==> src/rtl/alu_exec_unit.sv <==
// ALU execution unit: and/or/add/sub/slt/srl on register operands, registered result with valid/ready.
// Latency: 1 edge for logic/arith/illegal ops; srl with shamt=n>0 takes n+1 edges (iterative 1-bit shifter).
// Backpressure: in_ready drops while the shifter runs; requests seen with in_ready=0 are dropped, not queued.
module alu_exec_unit #(
   parameter int WIDTH   = 32,
   parameter int SHAMT_W = 5
) (
   input  logic               clk,
   input  logic               reset,
   input  logic               in_valid,
   output logic               in_ready,
   input  logic [3:0]         alucontrol,
   input  logic               shiftReg,
   input  logic [WIDTH-1:0]   a,
   input  logic [WIDTH-1:0]   b,
   input  logic [SHAMT_W-1:0] shamt,
   output logic               out_valid,
   output logic [WIDTH-1:0]   result,
   output logic               zero,
   output logic               illegal
);

   typedef enum logic {IDLE, SHIFT} state_t;

   localparam logic [SHAMT_W-1:0] CNT_ONE = SHAMT_W'(1);

   state_t             state_q, state_d;
   logic [WIDTH-1:0]   result_q, result_d;
   logic               zero_q, zero_d;
   logic               illegal_q, illegal_d;
   logic               out_valid_q, out_valid_d;
   logic [WIDTH-1:0]   sreg_q, sreg_d;
   logic [SHAMT_W-1:0] cnt_q, cnt_d;

   logic               accept;
   logic               is_srl;
   logic [WIDTH-1:0]   op_res;
   logic               op_ill;
   logic [WIDTH-1:0]   single_res;
   logic               single_ill;

   // Ready only in IDLE and never while reset is held, so nothing is accepted during reset.
   assign in_ready = reset && (state_q == IDLE);
   assign accept   = in_valid && in_ready;
   assign is_srl   = (alucontrol == 4'b1000) && shiftReg;

   // Single-cycle datapath; unknown codes and shiftReg mismatches fall through to illegal with a zero result.
   always_comb begin
      op_res = '0;
      op_ill = 1'b1;
      case (alucontrol)
         4'b0000: begin op_res = a & b;     op_ill = shiftReg; end
         4'b0001: begin op_res = a | b;     op_ill = shiftReg; end
         4'b0010: begin op_res = a + b;     op_ill = shiftReg; end
         4'b0110: begin op_res = a - b;     op_ill = shiftReg; end
         4'b0111: begin
            op_res = {{(WIDTH-1){1'b0}}, ($signed(a) < $signed(b))};
            op_ill = shiftReg;
         end
         4'b1000: begin op_res = b;         op_ill = !shiftReg; end
         default: begin op_res = '0;        op_ill = 1'b1; end
      endcase
      single_ill = op_ill;
      single_res = op_ill ? '0 : op_res;
   end

   // Next-state and output-register logic for the IDLE/SHIFT controller.
   always_comb begin
      state_d     = state_q;
      result_d    = result_q;
      zero_d      = zero_q;
      illegal_d   = illegal_q;
      out_valid_d = 1'b0;
      sreg_d      = sreg_q;
      cnt_d       = cnt_q;
      case (state_q)
         IDLE: begin
            if (accept) begin
               if (is_srl && (shamt != '0)) begin
                  sreg_d  = b;
                  cnt_d   = shamt;
                  state_d = SHIFT;
               end else begin
                  result_d    = single_res;
                  zero_d      = (single_res == '0);
                  illegal_d   = single_ill;
                  out_valid_d = 1'b1;
               end
            end
         end
         SHIFT: begin
            sreg_d = sreg_q >> 1;
            cnt_d  = cnt_q - CNT_ONE;
            if (cnt_q == CNT_ONE) begin
               result_d    = sreg_q >> 1;
               zero_d      = ((sreg_q >> 1) == '0);
               illegal_d   = 1'b0;
               out_valid_d = 1'b1;
               state_d     = IDLE;
            end
         end
         default: state_d = IDLE;
      endcase
   end

   // State and output registers; reset aborts any shift in progress and discards its partial result.
   always_ff @(posedge clk or negedge reset) begin
      if (!reset) begin
         state_q     <= IDLE;
         result_q    <= '0;
         zero_q      <= 1'b0;
         illegal_q   <= 1'b0;
         out_valid_q <= 1'b0;
         sreg_q      <= '0;
         cnt_q       <= '0;
      end else begin
         state_q     <= state_d;
         result_q    <= result_d;
         zero_q      <= zero_d;
         illegal_q   <= illegal_d;
         out_valid_q <= out_valid_d;
         sreg_q      <= sreg_d;
         cnt_q       <= cnt_d;
      end
   end

   assign out_valid = out_valid_q;
   assign result    = result_q;
   assign zero      = zero_q;
   assign illegal   = illegal_q;

endmodule

==> config.mk <==
export PLATFORM = sky130hd
export DESIGN_NAME = alu_exec_unit
export DESIGN_NICKNAME = d
export VERILOG_FILES = /design/src/rtl/alu_exec_unit.sv
export SDC_FILE = /design/constraint.sdc
export NUM_CORES = 1
export LEC_CHECK = 0
export BUFFER_PORTS_ARGS = -buffer_cell sky130_fd_sc_hd__buf_2
export CELL_PAD_IN_SITES_DETAIL_PLACEMENT = 0
export CELL_PAD_IN_SITES_GLOBAL_PLACEMENT = 1
export CORE_MARGIN = 3
export CORE_UTILIZATION = 30
export DETAILED_ROUTE_END_ITERATION = 10
export PLACE_DENSITY = 0.68
export SLEW_MARGIN = 20
export SYNTH_ARGS = -nofsm -noshare
export SYNTH_HDL_FRONTEND = slang
export SYNTH_SLANG_ARGS = --single-unit
export TNS_END_PERCENT = 30
==> constraint.sdc <==
create_clock -name clk -period 2.69 [get_ports clk]
set_clock_uncertainty 0.2 [all_clocks]
set_input_delay 0.538 -clock clk [delete_from_list [all_inputs] [get_ports clk]]
set_output_delay 0.538 -clock clk [all_outputs]
set_load 0.01 [all_outputs]
After elaboration in Yosys (flattened, before gate mapping)
Index checks and enable logic that the tools add are counted.
Word-level totals
  flip-flop bits (word level): 73
  input bits: 77
Cells by class
  reductions and logical operators: 12
  mux-type cells: 29
  equal/unequal tests: 10
  add/sub/neg operators: 3
  magnitude comparators: 1
  bitwise operators: 3
Operators with widths (number)
  $mux 32: 6
  $pmux 32 s6: 1
  $pmux 32 s2: 2
  $logic_not 32->1: 2
  $add 32x32->32: 1
  $and 32x32->32: 1
  $lt 32x32->1: 1
  $or 32x32->32: 1
  $sub 32x32->32: 1
  $mux 1: 12
  $mux 5: 2
  $pmux 1 s2: 5
  $pmux 5 s2: 1
  $eq 4x3->1 const B: 2
  $eq 5x1->1 const B: 1
  $reduce_bool 5->1: 1
  $reduce_or 5->1: 1
  $sub 5x1->5 const B: 1
  $eq 4x1->1 const B: 1
  $eq 4x2->1 const B: 1
  $eq 4x4->1 const B: 1
  $logic_and 1x1->1: 4
  $logic_not 4->1: 1
  $ne 2x1->1 const B: 2
  other kinds (5): 6

Logic depth before layout (Yosys ltp)
Gate-level depths: netlist (run 1).
  word-level depth: 8
  depth in mapped cells: 14
  gate-level depth less buffers: 14

Worst setup path before layout (run 1)
Ideal clock, no wire load.
  path type: input port to flip-flop
  start: input a[0]
  end: register zero_q (netlist: zero)
  data required time: 2387 ps
  setup time: 103 ps
  arrival time: 3338 ps
  slack: -952 ps
  cell stages on the path: 14
  cells stage by stage: inv_1 ha_1 fa_1 o21bai_1 a2111oi_2 o21ai_2 a31oi_2 o31ai_2 a41oi_2 a21o_1 a22o_1 nor3b_1 a31oi_1 o41ai_2
Between the ends
  word-level cells in the longest chain between the ends: 7
  elaborated cells between the ends (all ways): 11
  classes of those cells: 2 x add/sub; 1 x order compare; 5 x mux; 2 x bitwise; 1 x reduce/logical
RTL lines
  from (decl): line 14  | input logic [WIDTH-1:0] a,
  $sub 32x32->32, or another cell as far along: line 55  | 4'b0110: begin op_res = a - b; op_ill = shiftReg; end
  $pmux 32 s6 (*): line 51  | case (alucontrol)
  $mux 32 (*): line 64  | single_res = op_ill ? '0 : op_res;
  $logic_not 32->1 (*): line 85  | zero_d = (single_res == '0);
  $mux 1 (*): line 79  | if (is_srl && (shamt != '0)) begin
  $mux 1 (*): line 78  | if (accept) begin
  $pmux 1 s2 (*): line 76  | case (state_q)
  to (signal assigned): line 119  | zero_q <= zero_d;
  to (decl): line 29  | logic zero_q, zero_d;
Mark *: on every way between the ends. The rest lies on a longest branch, timed or not. The select of a mux whose other input is x is not followed.
A chain may end at the register's enable or synchronous reset.

Final worst setup path (run 1)
  start: input b[13]
  end: register result_q[25] (netlist: result[25])
Between the ends
  word-level cells in the longest chain between the ends: 6
  elaborated cells between the ends (all ways): 7
  classes of those cells: 2 x add/sub; 5 x mux
RTL lines
  from (decl): line 15  | input logic [WIDTH-1:0] b,
  $sub 32x32->32 / $add 32x32->32 (equally long branches): line 55, 54
  $pmux 32 s6 (*): line 51
  $mux 32 (*): line 64
  $mux 32 (*): line 79
  $mux 32 (*): line 78
  $pmux 32 s2 (*): line 76
  to (signal assigned): line 118  | result_q <= result_d;
  to (decl): line 28  | logic [WIDTH-1:0] result_q, result_d;
Marks and branches as above.

==> impl_metrics.toml, run 1 <==
[synthesis]
ys_types = 91
synth_area_leaders = "dfrtp_1 (20%), ha_1 (15%), a21oi_1 (6.0%), inv_1 (4.8%), nand2_1 (4.0%)"
synth-seq-area-share_pct = 19.7
yosys-top-cells-count = "inv_1 (117), ha_1 (110), a21oi_1 (109)"
synth-seq-cells = 72
synth_edf_count = 0
synthMuxAreaShare_pct = 3.07
yosys.area_share.simple_pct = 17.9
synth_area_leader_cell = "dfrtp_1"
synth_xor_area_share_pct = 2.40
synth_ff_type = "dfrtp_1"
synth_fa_ha_area_share_pct = 15.5
syn_nets = 1385
synth_compound_area_share_pct = 32.8
netlist.area_leader.share_pct = 19.7
async_reset_ff_share_pct = 100
syn_inst = 1196
synth_top_family_by_area = "compound AO/OA/AOI/OAI gates"
avgSynthCellArea_um2 = 7.63
synth.most_common_cell = "inv_1"
yosysWarnings = 0
synth_area_um2 = 9130

[setup_path]
cp_top_family = "compound AO/OA/AOI/OAI gates"
worstPathArrival_ns = 3.55
crit_fanout = 3
slowest_stage = "or4_4"
crit_chain = "buf_8 > inv_6 > ha_4 > or4_4 > nand2b_4 > a311oi_4 > nor2_2 > a21oi_4 > o211ai_1 > a2111o_1 > a211oi_4 > buf_4 > mux2i_1 > o21ai_1"
path_class = "in -> reg"
cp-end-kind = "flop"
path_buf_inv = 3
worstPathRequired_ns = 2.75
worstSetupStartpointType = "input pin"
slowest_delay_ns = 0.56

[placed_design]
preCtsSetupSlack_ns = -1.49
hpwlAfterDp_mm = 32.9
gp_congestion = 0.965
placed_cells = 2017
dpl_cell_area_um2 = 13300
portBuffers = 112

[timing]
fin_crit_ns = 3.49
clock.fmax_ghz = 0.287
max-slew-margin-rel_pct = 38.1
worst_slack_ns = -0.796
rsz0062_at_grt = "yes"
finalCritPeriodShare_pct = 130
worst-slew-pin-transition_ns = 0.929
finalHoldViolations = 0
setup_viol = 24
final_max_slew_viol_count = 0

[clock_tree]
cts_root_buf = "clkbuf_16"
cts_sinks = 72
htree_levels = 3
clk_pin_slew_ns = 0.06
clockBufferDepth = 2
numCtsBuffers = 9
cts_tree = "built"
worst_skew_pair.late_latency_ns = 0.34

[status]
violations = "setup timing"
run_status = "finished, violations left"

[floorplan]
rows = 63
io_pins = 113
die_w_um = 180
core-area_um2 = 29800
dieArea_um2 = 32600
die_h_um = 180
initial_core_util_pct = 30.6

[job]
max-cap-violations = 0

[power]
peakVddDrop_mv = 0.319
leakage_nw = 6.81
power_w = 0.00675
pwr_density_cell_nw_per_um2 = 462

[min_path]
hp-class = "in -> async"

[grt]
grt_max_degree = 73
grt_overflow = 0
grt_pass1_wl_mm = 62.5
antenna_found_initial = 0
grt_pass1_vias = 10969
grt_usage_pct = 23.8

[cells_and_area]
final_cells = 2062
syn2layout_area_growth_pct = 60.0
drive_gt1_share_pct = 43.7
nets = 1856
fin_area_um2 = 14600
antenna_cells = 0

[routing]
dr.pass1.iters = 5
final_antenna_net_count = 0
routedWlPerCell_um = 19.6
drtIter0Drc = 803
via_per_inst = 5.40
totalWireLength_mm = 40.4
drc = 0
num_vias = 11127
kinds of logic (layout without fill, tap and decap cells):
kind of cell / Yosys count / count (layout)
compound gates: 426 / 426
xor+xnor: 25 / 25
fa+ha+maj: 112 / 112
buf+inv: 200 / 676
flops: 72 / 72
mux: 28 / 28
simple gates: 333 / 333
timing repair:
item	CTS	global route
endpoints found under the setup margin	28	29
setup buffers	14	17
resized for setup	81	87
hold buffers	0	0
pin swaps	37	53
power breakdown:
part | internal [W] | switching [W] | total [W]
logic | 0.00178 | 0.00195 | 0.00373
registers | 0.00145 | 0.000376 | 0.00183
clock network | 0.000723 | 0.000475 | 0.00120
total | 0.00395 | 0.00280 | 0.00675
worst reg2reg max path: cells and delay by family, from the launching register on:
family,cells,cell delay [ns]
AO/OA/AOI/OAI,2,0.26
flip-flops,1,0.38
AND/OR/NAND/NOR,8,1.72
adder cells (fa/ha/maj),1,0.14
buffers and inverters,2,0.17
area by class of cell:
| type | instances | area, um2 |
|---|---|---|
| clock buffers | 10 | 229 |
| clock inverters | 6 | 70.1 |
| fillers | 2914 | 15200 |
| inverters | 121 | 515 |
| multi-input cells | 924 | 7530 |
| flip-flops and latches | 72 | 1800 |
| well taps | 390 | 488 |
| repair buffers | 539 | 3970 |
flip-flops by register name, summed over array words and instances (netlist names):
signal / count
state_q: 1
illegal: 1
sreg_q: 31
zero: 1
out_valid: 1
result: 32
cnt_q: 5
per-stage QoR:
step                utilization (%)  hold WS [ns]  TNS, ns
detailed placement             44.8         0.288   -29.54
CTS                            47.5         0.225    -9.27
finish                         49.0         0.225   -10.52
global route                   49.0         0.267   -13.28
global placement               44.8         0.267   -27.62
floorplan                         -        0.0424    -6.53
layer usage:
metal / global-route usage [%] / share of wire, % / vias up
met2: 36.8 / 44 / 374
met1: 34.7 / 47 / 5354
met3: 2.83 / 5.6 / 54
met4: 6.91 / 2.6 / 0
met5: 0 / 0 / -
li1: - / - / 5345
final timing paths:
check,from,end,slack (ns),depth (start not counted)
max,b[13],result[25],-0.80,14
min,reset,sreg_q[1],0.23,2
max reg2reg,cnt_q[1],zero,-0.26,13
min reg2reg,result[25],result[25],0.29,2
max in group asynchronous,reset,result[21],1.44,2
min in group clk,shamt[2],cnt_q[2],0.23,3
layout by cell type (no fill, tap or decap), types with 9 or more instances in the layout:
| cell type | count |
|---|---|
| a211oi_1 | 9 |
| a21o_1 | 12 |
| a21oi_1 | 91 |
| a21oi_2 | 17 |
| a221o_1 | 34 |
| a22oi_1 | 22 |
| buf_2 | 100 |
| buf_4 | 413 |
| buf_6 | 17 |
| clkbuf_16 | 9 |
| dfrtp_1 | 72 |
| ha_1 | 83 |
| ha_4 | 19 |
| inv_1 | 92 |
| inv_2 | 17 |
| mux2i_1 | 28 |
| nand2_1 | 96 |
| nand2b_1 | 11 |
| nand3_1 | 23 |
| nand4_1 | 10 |
| nor2_1 | 56 |
| nor3_1 | 57 |
| nor4_1 | 13 |
| o211ai_1 | 9 |
| o21a_1 | 11 |
| o21ai_0 | 50 |
| o21ai_1 | 12 |
| o21bai_1 | 11 |
| o22ai_1 | 23 |
| o31ai_1 | 9 |
| xnor2_1 | 21 |
Power figures use the tool's default switching activity.
==> run 2: changes to the inputs <==
==> constraint.sdc (replaced) <==
create_clock -name clk -period 2.69 [get_ports clk]
set_clock_uncertainty 0.2 [all_clocks]
set_input_delay 0.269 -clock clk [delete_from_list [all_inputs] [get_ports clk]]
set_output_delay 0.269 -clock clk [all_outputs]
set_load 0.1 [all_outputs]
==> run 2 against run 1 <==
The flow finishes with violations (hold timing, setup timing). Sequential power hardly changed. Core utilization is 1.3 points lower. Non-clock buffer count is 18 lower. Via count is 0.86% lower. Setup slack better by 0.25 ns. Clock power is 13% higher. Die area stayed put. Combinational power is 23% higher. Largest cell class unchanged.
==> impl_metrics.toml, run 2 (same netlist as run 1, synthesis figures left out) <==
[status]
run_status = "finished, violations left"
violations = "hold timing, setup timing"

[grt]
grt_usage_pct = 22.9
grt_overflow = 0
grt_pass1_vias = 10785
grt_max_degree = 73
antenna_found_initial = 0
grt_pass1_wl_mm = 60.5

[routing]
final_antenna_net_count = 0
via_per_inst = 5.40
drc = 0
drtIter0Drc = 710
dr.pass1.iters = 5
totalWireLength_mm = 39.0
num_vias = 11031
routedWlPerCell_um = 19.1

[floorplan]
die_h_um = 180
core-area_um2 = 29800
rows = 63
initial_core_util_pct = 30.6
dieArea_um2 = 32600
die_w_um = 180
io_pins = 113

[setup_path]
worstSetupStartpointType = "input pin"
path_class = "in -> reg"
r2r_cells = 13
slowest_stage = "o211ai_1"
crit_chain = "buf_6 > inv_4 > ha_4 > o21bai_4 > o211ai_1 > buf_4 > a311oi_4 > nor2_1 > a21oi_2 > buf_4 > o21ai_4 > buf_4 > o31ai_4 > and4_1 > a311oi_2 > a311oi_2 > buf_4 > o41ai_2"
rr_startpoint = "cnt_q[1]"
cp-end-kind = "flop"
r2r-end = "zero"
worstPathArrival_ns = 3.27
crit_fanout = 4
worstPathRequired_ns = 2.72
r2r_slack_ns = -0.29
slowest_delay_ns = 0.42
worst_path_most_repeated_cell = "buf_4"

[timing]
finalHoldViolations = 41
finalCritPeriodShare_pct = 120
clock.fmax_ghz = 0.309
rsz0062_at_grt = "yes"
final_max_slew_viol_count = 0
finalSetupTns_ns = -4.65
max-slew-margin-rel_pct = 38.5
worst-slew-pin-transition_ns = 0.923
setup_viol = 15
fin_crit_ns = 3.23
holdWs_ns = -0.0346
worst_slack_ns = -0.541

[power]
pwr_density_cell_nw_per_um2 = 545
peakVddDrop_mv = 0.429
leakage_nw = 6.70
power_w = 0.00776

[min_path]
hp-class = "in -> async"

[cells_and_area]
final_common_cell = "buf_4"
final_cell_mix = "buf_4 (400), inv_1 (104), buf_2 (101), nand2_1 (97), a21oi_1 (91)"
largest_reg_flops = 32
fin_area_um2 = 14200
antenna_cells = 0
drive_gt1_share_pct = 41.1
syn2layout_area_growth_pct = 55.9
fill_cells = 2961
nets = 1838

[clock_tree]
worst_skew_pair.late_latency_ns = 0.33
clockBufferDepth = 2
cts_sinks = 72
cts_root_buf = "clkbuf_16"
htree_levels = 3
numCtsBuffers = 9
clk_pin_slew_ns = 0.06
cts_tree = "built"

[placed_design]
dpl_cell_area_um2 = 13000
portBuffers = 112
gp_congestion = 0.918
hpwlAfterDp_mm = 31.8

[job]
max-cap-violations = 0
## run 2: cell types whose count changed in the layout (fill, tap and decap cells not counted), sizes merged
cell	change
dlygate4sd3	+2
bufinv	+2
clkinv	-4
inv	+2
clkbuf	+1
buf	-20
clkinvlp	-1
## run 2: layout make-up
class | instances | area (um2) | area share, %
Sequential cell | 72 | 1800 | 12.7
Clock buffer | 11 | 233 | 1.64
Tap cell | 390 | 488 | 3.43
Clock inverter | 5 | 104 | 0.730
Multi-Input combinational cell | 924 | 7330 | 51.5
Timing Repair Buffer | 521 | 3780 | 26.6
Inverter | 121 | 489 | 3.44
## run 2: worst max path at each step
stage                     slack (ns)   end  cells past startpoint  startpoint
after global routing           -0.69  zero                     17       b[16]
after floorplan                -0.47  zero                     14       b[12]
after global placement         -1.05  zero                     16        a[9]
after CTS                      -0.63  zero                     15       a[12]
after detailed placement       -1.14  zero                     15       a[13]
final                          -0.54  zero                     18        a[1]
## run 2: timing repair
item,in CTS,in global routing
endpoints found under the setup margin,20,23
endpoints found under the hold margin,2,0
cloned,0,0
hold buffers,2,0
resized for setup,77,86
pin swaps,36,55
buffers inserted,8,10
## run 2: layer usage
layer / part of all wire [%] / track usage (%)
met3: 6.4 / 3.73
met5: 0 / 0
met1: 47 / 33.3
met2: 44 / 35.5
met4: 2.2 / 5.25
## run 2: worst max-delay path: cells and delay by family
kind	cells	cell delay, ns
compound gates	9	1.56
fa+ha+maj	1	0.26
buf+inv	6	0.81
simple gates	2	0.36
## run 2: stage by stage
step	util, %	instances	setup slack [ns]
3_5_place_dp	43.7	2011	-1.14
5_1_grt	47.8	2044	-0.692
2_1_floorplan	-	1196	-0.473
3_3_place_gp	43.7	2011	-1.05
6_report	47.8	2044	-0.541
4_1_cts	46.3	2035	-0.627
## run 2: where the power goes
group	internal [W]	total, W	switching, W
clock network	0.000908	0.00136	0.000457
registers	0.00145	0.00183	0.000376
logic	0.00169	0.00457	0.00287
==> run 3: changes to the inputs <==
--- a/config.mk
+++ b/config.mk
@@ -11,7 +11,7 @@
 export CORE_MARGIN = 3
 export CORE_UTILIZATION = 30
 export DETAILED_ROUTE_END_ITERATION = 10
-export PLACE_DENSITY = 0.68
+export PLACE_DENSITY = 0.65
 export SLEW_MARGIN = 20
 export SYNTH_ARGS = -nofsm -noshare
 export SYNTH_HDL_FRONTEND = slang
==> constraint.sdc (replaced) <==
create_clock -name clk -period 4.1 [get_ports clk]
set_clock_uncertainty 0.2 [all_clocks]
set_input_delay 0.41 -clock clk [delete_from_list [all_inputs] [get_ports clk]]
set_output_delay 0.41 -clock clk [all_outputs]
set_load 0.1 [all_outputs]
==> run 3 against run 2 <==
The run now ends clean. First-iteration DRC count up 27%. Register-to-register slack better by 1.0 ns. Setup slack improved by 0.69 ns. Combinational power down 48%. Critical path depth shrank 3. Clock-buffer cell count is 1 higher. Wire length shrank 7.6%. Core utilization fell by 12 points. Critical endpoint unchanged. Largest cell class unchanged.
==> impl_metrics.toml, run 3 (same netlist as run 1, synthesis figures left out) <==
[status]
run_status = "finished clean"

[clock_tree]
cts_setup_buffers = 0
cts_tree = "built"
clockBufferDepth = 2
cts_sinks = 72
cts_root_buf = "clkbuf_16"
cts_resized = 0
numCtsBuffers = 9
worst_skew_pair.late_latency_ns = 0.33
clk_pin_slew_ns = 0.06
hold_buffers = 0
htree_levels = 3

[routing]
via_per_inst = 5.71
drc = 0
routedWlPerCell_um = 21.3
totalWireLength_mm = 36.0
drtIter0Drc = 902
num_vias = 9661
dr.pass1.iters = 5
final_antenna_net_count = 0

[timing]
finalHoldViolations = 0
clock.fmax_ghz = 0.253
max-slew-margin-rel_pct = 32.1
worst_slack_ns = 0.152
fin_crit_ns = 3.95
finalSetupTns_ns = 0
worst-slew-pin-transition_ns = 1.01
finalCritPeriodShare_pct = 96.3
final_max_slew_viol_count = 0
rsz0062_at_grt = "no"
setup_viol = 0
holdWs_ns = 0.102

[cells_and_area]
syn2layout_area_growth_pct = 16.6
fill_cells = 3215
final_common_cell = "inv_1"
nets = 1486
drive_gt1_share_pct = 16.9
final_cell_mix = "inv_1 (117), buf_2 (111), ha_1 (110), a21oi_1 (108), nand2_1 (98)"
final_cells = 1692
fin_area_um2 = 10600
largest_reg_flops = 32
regArea_um2 = 1800
antenna_cells = 0
multi_input_area_um2 = 6580

[setup_path]
crit_fanout = 4
worstPathRequired_ns = 4.12
crit_path_end = "zero"
r2r_cells = 13
worstPathArrival_ns = 3.97
path_buf_inv = 2
r2r-end = "zero"
slowest_delay_ns = 0.42
slowest_stage = "fa_1"
path_depth = 15
crit_chain = "buf_2 > ha_1 > inv_1 > fa_1 > nor2b_1 > o31ai_1 > a211o_1 > o211ai_1 > a31oi_1 > o311ai_1 > xnor2_1 > o22ai_1 > o21ai_0 > nand4_1 > o41ai_2"
worstSetupStartpointType = "input pin"
path_class = "in -> reg"
startpoint = "b[0]"
cp_top_family = "compound AO/OA/AOI/OAI gates"
r2r_slack_ns = 0.74
rr_startpoint = "cnt_q[1]"
cp-end-kind = "flop"

[min_path]
hp-class = "in -> async"

[placed_design]
placed_cells = 1676
preCtsSetupSlack_ns = -0.224
dpl_cell_area_um2 = 10300
portBuffers = 112
hpwlAfterDp_mm = 28.5
gp_congestion = 0.893

[grt]
grt_usage_pct = 21.2
grt_max_degree = 73
grt_pass1_vias = 9179
grt_overflow = 0
grt_pass1_wl_mm = 55.1
antenna_found_initial = 0

[job]
max-cap-violations = 0

[floorplan]
rows = 63
initial_core_util_pct = 30.6
core-area_um2 = 29800
die_w_um = 180
io_pins = 113
dieArea_um2 = 32600
die_h_um = 180

[power]
peakVddDrop_mv = 0.265
leakage_nw = 4.86
pwr_density_cell_nw_per_um2 = 418
==> run 3: cell type report <==
cell class	instances	share of cell area, %
flip-flops and latches	72	16.9
clock inverters	4	0.717
inverters	121	4.27
repair buffers	169	9.31
multi-input cells	924	61.8
clock buffers	12	2.41
well taps	390	4.58
==> run 3: worst min-delay path by stage <==
stage	slack (ns)	endpoint
6_report	0.10	result[5]
5_1_grt	0.12	cnt_q[2]
4_1_cts	0.09	cnt_q[2]
3_5_place_dp	0.29	result[30]
3_3_place_gp	0.28	result[4]
2_1_floorplan	-0.09	cnt_q[0]
==> run 3: metal layers <==
metal,share of wire (%),global-route usage (%),vias up
met4,2.4,5.74,0
met5,0,0,-
met1,47,30.7,4669
met3,5.8,2.60,39
li1,-,-,4607
met2,44,33.3,346
==> run 3: worst register-to-register path, delay by kind of cell (launching register included) <==
family | cells | cell delay (ns)
fa+ha+maj | 1 | 0.14
buf+inv | 2 | 0.32
flops | 1 | 0.37
compound gates | 2 | 0.29
simple gates | 8 | 1.94
==> run 3: power by group <==
part	leakage (nW)	switching, W	internal (W)
registers	0.953	0.000246	0.000953
clock network	0.159	0.000295	0.000567
logic	3.75	0.00169	0.000692
==> run 3: metrics by stage <==
stage / total power, W / utilization, %
6_report: 0.00445 / 35.7
5_1_grt: 0.00471 / 35.7
4_1_cts: 0.00445 / 35.7
3_5_place_dp: 0.00358 / 34.6
3_3_place_gp: 0.00357 / 34.6
2_1_floorplan: 0.00291 / -
